[config.mk]
export PLATFORM = sky130hd
export DESIGN_NAME = ct_ebiu_cawt_ctrl
export DESIGN_NICKNAME = d
export VERILOG_FILES = /design/src/rtl/ct_ebiu_cawt_pkg.sv /design/src/rtl/ct_ebiu_cawt_alloc.sv /design/src/rtl/ct_ebiu_cawt_ctrl.sv
export SDC_FILE = /design/constraint.sdc
export NUM_CORES = 1
export LEC_CHECK = 0
export CORE_MARGIN = 10
export CORE_UTILIZATION = 37
export CTS_CLUSTER_DIAMETER = 150
export DETAILED_ROUTE_END_ITERATION = 16
export PLACE_DENSITY = 0.95
export SLEW_MARGIN = 0
export SYNTH_ARGS = -nofsm -noshare
export SYNTH_HDL_FRONTEND = slang
export SYNTH_SLANG_ARGS = --single-unit
[constraint.sdc]
create_clock -name cawt_ctrl_clk -period 8.71 [get_ports cawt_ctrl_clk]
set_clock_uncertainty 0.15 [all_clocks]
set_input_delay 1.3065 -clock cawt_ctrl_clk [delete_from_list [all_inputs] [get_ports cawt_ctrl_clk]]
set_output_delay 1.3065 -clock cawt_ctrl_clk [all_outputs]
set_load 0.1 [all_outputs]
[src/rtl/ct_ebiu_cawt_pkg.sv]
// Shared definitions for the EBIU non-cacheable write table (CAWT).
// Default table geometry, controller FSM encoding and line-index slice bounds.
package ct_ebiu_cawt_pkg;

  localparam int CAWT_ENTRY_DEF = 8;
  localparam int CAWT_IDW_DEF   = 3;
  localparam int CNTW_DEF       = CAWT_IDW_DEF + 1;

  // Entries track a line index taken from address bits [13:6].
  localparam int ADDR_IDX_HI = 13;
  localparam int ADDR_IDX_LO = 6;
  localparam int ADDR_IDX_W  = ADDR_IDX_HI - ADDR_IDX_LO + 1;

  typedef enum logic [1:0] {
    CAWT_IDLE  = 2'b00,
    CAWT_DRAIN = 2'b01,
    CAWT_ACK   = 2'b10
  } cawt_state_e;

endpackage

[src/rtl/ct_ebiu_cawt_alloc.sv]
// Fixed-priority free-slot picker: lowest set bit of the free vector wins.
// Purely combinational so any EBIU tracking table can grant in the request cycle.
module ct_ebiu_cawt_alloc #(
  parameter int N   = 8,
  parameter int IDW = 3
) (
  input  logic [N-1:0]   free,
  output logic [N-1:0]   onehot,
  output logic [IDW-1:0] idx,
  output logic           any_free
);

  // Scan from the top down so the last hit written is the lowest index.
  always_comb begin
    onehot = '0;
    idx    = '0;
    for (int i = N - 1; i >= 0; i--) begin
      if (free[i]) begin
        onehot    = '0;
        onehot[i] = 1'b1;
        idx       = IDW'(i);
      end
    end
    any_free = |free;
  end

endmodule

[src/rtl/ct_ebiu_cawt_ctrl.sv]
// CAWT controller: allocates table entries to VB non-cacheable writes, pops them
// on AXI B responses, blocks/stalls same-line traffic and runs the CIU drain/sync
// handshake. Optional macro CAWT_PERF_CNT_EN adds a saturating 16-bit counter of
// cycles in which a create request was refused.
module ct_ebiu_cawt_ctrl
  import ct_ebiu_cawt_pkg::*;
#(
  parameter int CAWT_ENTRY = CAWT_ENTRY_DEF,
  parameter int CAWT_IDW   = CAWT_IDW_DEF,
  parameter int CNTW       = CNTW_DEF
) (
  input  logic                  cawt_ctrl_clk,
  input  logic                  cpurst_b,
  input  logic                  vb_cawt_create_req,
  output logic                  cawt_vb_create_gnt,
  output logic [CAWT_IDW-1:0]   cawt_create_id,
  output logic [CAWT_ENTRY-1:0] cawt_create_en,
  output logic [CAWT_ENTRY-1:0] cawt_create_dp_en,
  input  logic [CAWT_ENTRY-1:0] cawt_entry_vld,
  input  logic [CAWT_ENTRY-1:0] ca_wr_addr_hit_cawt,
  input  logic [CAWT_ENTRY-1:0] ca_rd_addr_hit_cawt,
  input  logic                  ebiu_cawt_rd_req,
  output logic                  cawt_ebiu_rd_stall,
  input  logic                  cawt_bresp_vld,
  input  logic [CAWT_IDW-1:0]   cawt_bresp_id,
  output logic [CAWT_ENTRY-1:0] cawt_pop_en,
  input  logic                  ciu_cawt_sync_req,
  output logic                  cawt_ciu_sync_ack,
  output logic                  cawt_full,
  output logic                  cawt_empty,
  output logic [CNTW-1:0]       cawt_cnt
`ifdef CAWT_PERF_CNT_EN
  ,
  output logic [15:0]           cawt_perf_full_stall
`endif
);

  cawt_state_e           state_q, state_nxt;
  logic [CAWT_ENTRY-1:0] alloc_oh;
  logic [CAWT_IDW-1:0]   alloc_id;
  logic                  any_free;
  logic                  wr_blk;
  logic                  pop_any;
  logic [CNTW-1:0]       cnt_nxt;

  ct_ebiu_cawt_alloc #(.N(CAWT_ENTRY), .IDW(CAWT_IDW)) u_alloc (
    .free     (~cawt_entry_vld),
    .onehot   (alloc_oh),
    .idx      (alloc_id),
    .any_free (any_free)
  );

  assign cawt_create_id = alloc_id;

  // A write to a line that is still outstanding must wait for its predecessor.
  assign wr_blk = |(ca_wr_addr_hit_cawt & cawt_entry_vld);

  // Reads only need to wait behind a live same-line write; independent of drain.
  assign cawt_ebiu_rd_stall = ebiu_cawt_rd_req & (|(ca_rd_addr_hit_cawt & cawt_entry_vld));

  // Per-entry pop decode; a response naming an idle entry is dropped.
  genvar gi;
  generate
    for (gi = 0; gi < CAWT_ENTRY; gi++) begin : g_pop
      assign cawt_pop_en[gi] = cawt_bresp_vld & (cawt_bresp_id == CAWT_IDW'(gi)) & cawt_entry_vld[gi];
    end
  endgenerate

  assign pop_any = |cawt_pop_en;

  // Create/pop steer to distinct entries, so simultaneous ones cancel out.
  always_comb begin
    cnt_nxt = cawt_cnt;
    case ({cawt_vb_create_gnt, pop_any})
      2'b10:   cnt_nxt = cawt_cnt + CNTW'(1);
      2'b01:   cnt_nxt = cawt_cnt - CNTW'(1);
      default: cnt_nxt = cawt_cnt;
    endcase
  end

  // Occupancy and its registered full/empty flags.
  always_ff @(posedge cawt_ctrl_clk or negedge cpurst_b) begin
    if (!cpurst_b) begin
      cawt_cnt   <= '0;
      cawt_full  <= 1'b0;
      cawt_empty <= 1'b1;
    end else begin
      cawt_cnt   <= cnt_nxt;
      cawt_full  <= (cnt_nxt == CNTW'(CAWT_ENTRY));
      cawt_empty <= (cnt_nxt == '0);
    end
  end

  // Sync FSM state register.
  always_ff @(posedge cawt_ctrl_clk or negedge cpurst_b) begin
    if (!cpurst_b) state_q <= CAWT_IDLE;
    else           state_q <= state_nxt;
  end

  // Sync FSM next state: an already-empty table acks straight away, else drain first.
  always_comb begin
    state_nxt = state_q;
    case (state_q)
      CAWT_IDLE: begin
        if (ciu_cawt_sync_req) begin
          if ((cawt_cnt == '0) && !cawt_vb_create_gnt) state_nxt = CAWT_ACK;
          else                                         state_nxt = CAWT_DRAIN;
        end
      end
      CAWT_DRAIN: if (cnt_nxt == '0) state_nxt = CAWT_ACK;
      CAWT_ACK:   state_nxt = CAWT_IDLE;
      default:    state_nxt = CAWT_IDLE;
    endcase
  end

  // Sync FSM outputs: creates only while idle, ack for the single ACK cycle.
  always_comb begin
    cawt_vb_create_gnt = vb_cawt_create_req & any_free & ~wr_blk & (state_q == CAWT_IDLE);
    cawt_ciu_sync_ack  = (state_q == CAWT_ACK);
    cawt_create_en     = cawt_vb_create_gnt ? alloc_oh : '0;
    cawt_create_dp_en  = cawt_vb_create_gnt ? alloc_oh : '0;
  end

`ifdef CAWT_PERF_CNT_EN
  // Count refused create cycles, sticking at the top value.
  always_ff @(posedge cawt_ctrl_clk or negedge cpurst_b) begin
    if (!cpurst_b)
      cawt_perf_full_stall <= '0;
    else if (vb_cawt_create_req && !cawt_vb_create_gnt && (cawt_perf_full_stall != 16'hFFFF))
      cawt_perf_full_stall <= cawt_perf_full_stall + 16'd1;
  end
`endif

endmodule

* Word-level counts from Yosys, hierarchy flattened *
Index checks and enable logic that the tools add are counted.
W data, S select, Z words.

word-level totals
  bits in registers = 8
  bits in latches = 0
  memory bits (writable) = 0
  bits in read-only memories = 0
  bits of input ports = 33
  output and inout port bits = 36
  logic and storage cells = 77
  memories = 0

cells by class
  add/subtract/negate cells = 2
  multiply operators = 0
  div/mod/pow operators = 0
  $lt $le $gt $ge = 0
  eq/ne operators = 14
  shift-type cells = 0
  mux-type cells = 22
  bitwise gates (word level) = 24
  reduce and logical (&&, ||, !) cells = 11

operators by type and width
  cell                   count
  $mux W8                9
  $reduce_or A8 Y1       4
  $mux W3                8
  $and A1 B1 Y1          20
  $and A8 B8 Y8          2
  $eq A3 B3 Y1 const B   4
  $logic_not A4 Y1       2
  $not A8 Y8             1
  $pmux W4 S2            1
  $eq A3 B2 Y1 const B   2
  $mux W2                3
  $add A4 B1 Y4 const B  1
  $eq A2 B1 Y1 const B   2
  $eq A2 B2 Y1 const B   2
  $eq A4 B4 Y1 const B   1
  $ne A2 B2 Y1 const B   2
  $pmux W2 S2            1
  $sub A4 B1 Y4 const B  1
  $eq A3 B1 Y1 const B   1
  $logic_not A3 Y1       1
  $logic_not A2 Y1       1
  $reduce_and A2 Y1      1
  $logic_and A1 B1 Y1    1
  $logic_not A1 Y1       1
  $not A1 Y1             1

* Longest topological paths before layout *
  word-level depth = 10
  gate-level depth with buffers = 13
  mapped depth without buffers = 12

* Modules after synthesis *
A second synthesis with hierarchy kept.

second synthesis, totals
  cells, all modules = 124
  area total of the unflattened synthesis = 1,002.2 um^2

by module, submodules not included
  module              instances  cells each  area an instance (um^2)
  ct_ebiu_cawt_ctrl   1          100         858.3
  ct_ebiu_cawt_alloc  1          24          143.9

* Least setup slack after synthesis *
No wires, ideal clock.

  path type = input to output
  from = in cawt_entry_vld[0]
  to = out cawt_create_en[3]
  arrival = 5,926 ps
  data required time = 7,254 ps
  setup slack = 1,328 ps
  cell stages on the path = 7
  buffers on the path = 3
  path through = clkbuf_2 -> a22oi_1 -> nand4_1 -> or2_1 -> buf_2 -> nor4b_1 -> buf_4

between the ends
  longest elaborated chain between the ends = 6

ends and longest elaborated chain
  item                                         RTL line                                           text
  from (decl)                                  ct_ebiu_cawt_ctrl.sv:19                            input logic [CAWT_ENTRY-1:0] cawt_entry_vld,
  $not A8 Y8 or $and A8 B8 Y8 (tied branches)  ct_ebiu_cawt_ctrl.sv:47, ct_ebiu_cawt_ctrl.sv:56
  $reduce_or A8 Y1, on equally long branches   ct_ebiu_cawt_alloc.sv:24, ct_ebiu_cawt_ctrl.sv:56
  $and A1 B1 Y1 or $not A1 Y1 (tied branches)  ct_ebiu_cawt_ctrl.sv:118                           cawt_vb_create_gnt = vb_cawt_create_req & any_free & ~wr_blk & (state_q == CAWT_IDLE);
  $and A1 B1 Y1 (2 in a row)                   ct_ebiu_cawt_ctrl.sv:118
  $mux W8 *                                    --
  to (decl)                                    ct_ebiu_cawt_ctrl.sv:17                            output logic [CAWT_ENTRY-1:0] cawt_create_en,

Every way passes the cells marked *; elsewhere a longest branch is shown, timed or not.

* Final worst setup path *
  from = in cawt_entry_vld[0]
  to = out cawt_create_dp_en[3]

between the ends
  longest elaborated chain between the ends = 6

ends and longest elaborated chain
  item                                         RTL line                                           text
  $not A8 Y8 or $and A8 B8 Y8 (tied branches)  ct_ebiu_cawt_ctrl.sv:47, ct_ebiu_cawt_ctrl.sv:56
  $reduce_or A8 Y1, on equally long branches   ct_ebiu_cawt_alloc.sv:24, ct_ebiu_cawt_ctrl.sv:56
  $and A1 B1 Y1 or $not A1 Y1 (tied branches)  ct_ebiu_cawt_ctrl.sv:118
  $and A1 B1 Y1 (2 in a row)                   ct_ebiu_cawt_ctrl.sv:118
  $mux W8 *                                    ct_ebiu_cawt_ctrl.sv:121                           cawt_create_dp_en = cawt_vb_create_gnt ? alloc_oh : '0;
  to (decl)                                    ct_ebiu_cawt_ctrl.sv:18                            output logic [CAWT_ENTRY-1:0] cawt_create_dp_en,

Marked as above.

==> flow_summary.ini <==
[logic_synthesis]
synth_top_area_share_pct = 19.0
yosys.area.top_type = dfrtp_1
synth_area_um2 = 923
synth_seq_cells = 8
synth-edff-count = 0
async_reset_ff_share_pct = 100
syn_area_per_cell_um2 = 8.24
netlist_instances = 112
ys_warn_count = 0
synth_nets = 149
synth_top_cells_by_area = dfrtp_1, a22oi_1, buf_4
ys_types = 42
yosysSeqAreaShare_pct = 21.8
ys.flop_type = dfrtp_1

[global_routing]
grt_first_pass_wirelength_um = 5840
track_usage_pct = 14.0
antenna_found_initial = 0
grt_overflow = 0
grt_pass1_vias = 1235
grt_max_degree = 10

[sta]
slew_headroom_pct = 31.9
timing.final.max_slew_violations = 0
worst_pin_slew_ns = 1.02
rsz0062_at_grt = false
setup_viol = 0
finalHoldViolations = 0
fin_crit_sh_pct = 64.7
min_period_ns = 5.64
whs_ns = 0.373
tns_ns = 0
fmax_mhz = 177

[placement]
io_buffers = 68
gp_congestion = 0.803
post-dp-hpwl_um = 3140

[routing]
routed_via_density = 5.58
first_pass_iters = 4
ant_nets = 0
vias = 1121
routedWlPerCell_um = 18.0
drt_iter0_drc = 59
route.detailed.drc = 0
routed_wl_um = 3620

[clocking]
cts.clk_slew.worst_paths_ns = 0.06
clk_path_buf_depth = 2
insertion_delay_ns = 0.25
cts_buffers = 3
clock-sinks = 8
root_buffer = clkbuf_4
cts_hold_buf = 0
cts_setup_buffers = 0
cts_tree = done
cts_resized = 0
h-tree-depth = 1

[critical_path]
endpoint_kind = output port
cp-start-kind = input port
cp_data_arrival_time_ns = 4.18
crit_type = input port to output port
reg2reg_from = state_q[1]$_DFFE_PN0P_
r2r_end = state_q[0]$_DFFE_PN0P_
crit_path_max_fanout = 9
cp_data_required_time_ns = 7.25
r2r_cells = 11
reg2reg_slack_ns = 5.58

[power]
totalPowerFinal_uw = 368
irDropWorstVdd_mv = 0.251
p_per_area_mw_per_mm2 = 232
leakagePower_uw = 0.000632

[floorplanning]
pin_count = 69
fp.dieArea_mm2 = 0.00489
core_mm2 = 0.00243
rows = 18
fp.dieW_um = 70.0
die_height_um = 70.0
start_util_pct = 38.0

[min_path]
hold_depth = 1
hold_start = state_q[1]$_DFFE_PN0P_
worstHoldEndpoint = state_q[0]$_DFFE_PN0P_
hold_class = flip-flop to flip-flop

[layout]
multi_input_area_um2 = 604
mostFrequentLayoutCells = clkdlybuf4s50_1, nand2_1, inv_1, a22oi_1, dfrtp_1
diodes = 0
seq_area_um2 = 201
final_nets = 209
area_delta_synth_final_pct = 71.5
final_common_cell = clkdlybuf4s50_1
drive_gt1_share_pct = 5.85
fillers = 183

[job]
max_cap_viol_count = 0

[run_status]
status = completed
## metrics by stage
stage                     cell area, um^2  setup slack [ns]  cells  utilization (%)
after floorplan                       923              1.33    112                -
after global placement               1560              3.14    197             64.0
after detailed placement             1560              3.09    197             64.0
after CTS                            1580              3.06    201             65.1
after global routing                 1580              2.88    201             65.1
final                                1580              3.07    201             65.1
## worst max-delay path, cell delays in order
cell and delay [ns]:
clkdlybuf4s50_1 0.57, a22oi_1 0.23, nand4_1 0.15, or2_1 0.34
nor4b_1 0.36, clkdlybuf4s50_1 1.22
## logic make-up after synthesis
kind of cell	synth area share, %
and+or+nand+nor	31.4
AOI/OAI and AO/OA	19.0
buffers and inverters	12.7
DFF	21.8
adders and majority gates	6.23
xor gates and xnor gates	2.85
muxes	5.96
## registers in the layout, summed over array words and instances (netlist names)
name and cells:
cawt_cnt 4, cawt_empty 1, cawt_full 1, state_q 2
## metal layers
metal	vias up	track usage [%]	wire, um
met2	79	24.0	1690
met1	525	11.4	1150
li1	517	-	-
met3	0	13.8	786
met4	0	2.63	0
met5	-	0	0
## power by group
part	leakage, uW	switching, uW	internal (uW)	total (uW)
registers	0.0000975	16.8	55.7	72.5
logic	0.000520	184	81.2	265
clock network	0.0000150	12.9	17.5	30.5
total	0.000632	214	154	368
## worst max path at each step
stage          slack [ns]                    to               from  depth (start not counted)
6_report             3.07  cawt_create_dp_en[3]  cawt_entry_vld[0]                          6
5_1_grt              2.88     cawt_create_en[3]  cawt_entry_vld[1]                          6
4_1_cts              3.06  cawt_create_dp_en[3]  cawt_entry_vld[0]                          6
3_5_place_dp         3.09  cawt_create_dp_en[3]  cawt_entry_vld[0]                          6
3_3_place_gp         3.14  cawt_create_dp_en[3]  cawt_entry_vld[0]                          6
2_1_floorplan        1.33     cawt_create_en[3]  cawt_entry_vld[0]                          7
## final cells by class
cell class	instances	area share, %
tap	30	2.37
clock buffer	4	1.66
timing repair buffer	68	43.0
inverter	9	2.13
sequential	8	12.7
multi-input combinational	82	38.2
## Yosys cell counts, drive strengths merged, types with 2 or more instances
library cell / count
nor3b: 2
nand4: 2
nor2: 6
nor4b: 2
clkbuf: 2
or2: 2
buf: 11
nor3: 6
a31oi: 2
ha: 3
a21boi: 2
inv: 9
nor2b: 6
o21ai: 3
nor4: 2
mux4: 2
dfrtp: 7
and4: 2
xnor2: 2
nand2: 10
and3: 7
a22oi: 8
Power figures use the tool's default switching activity.
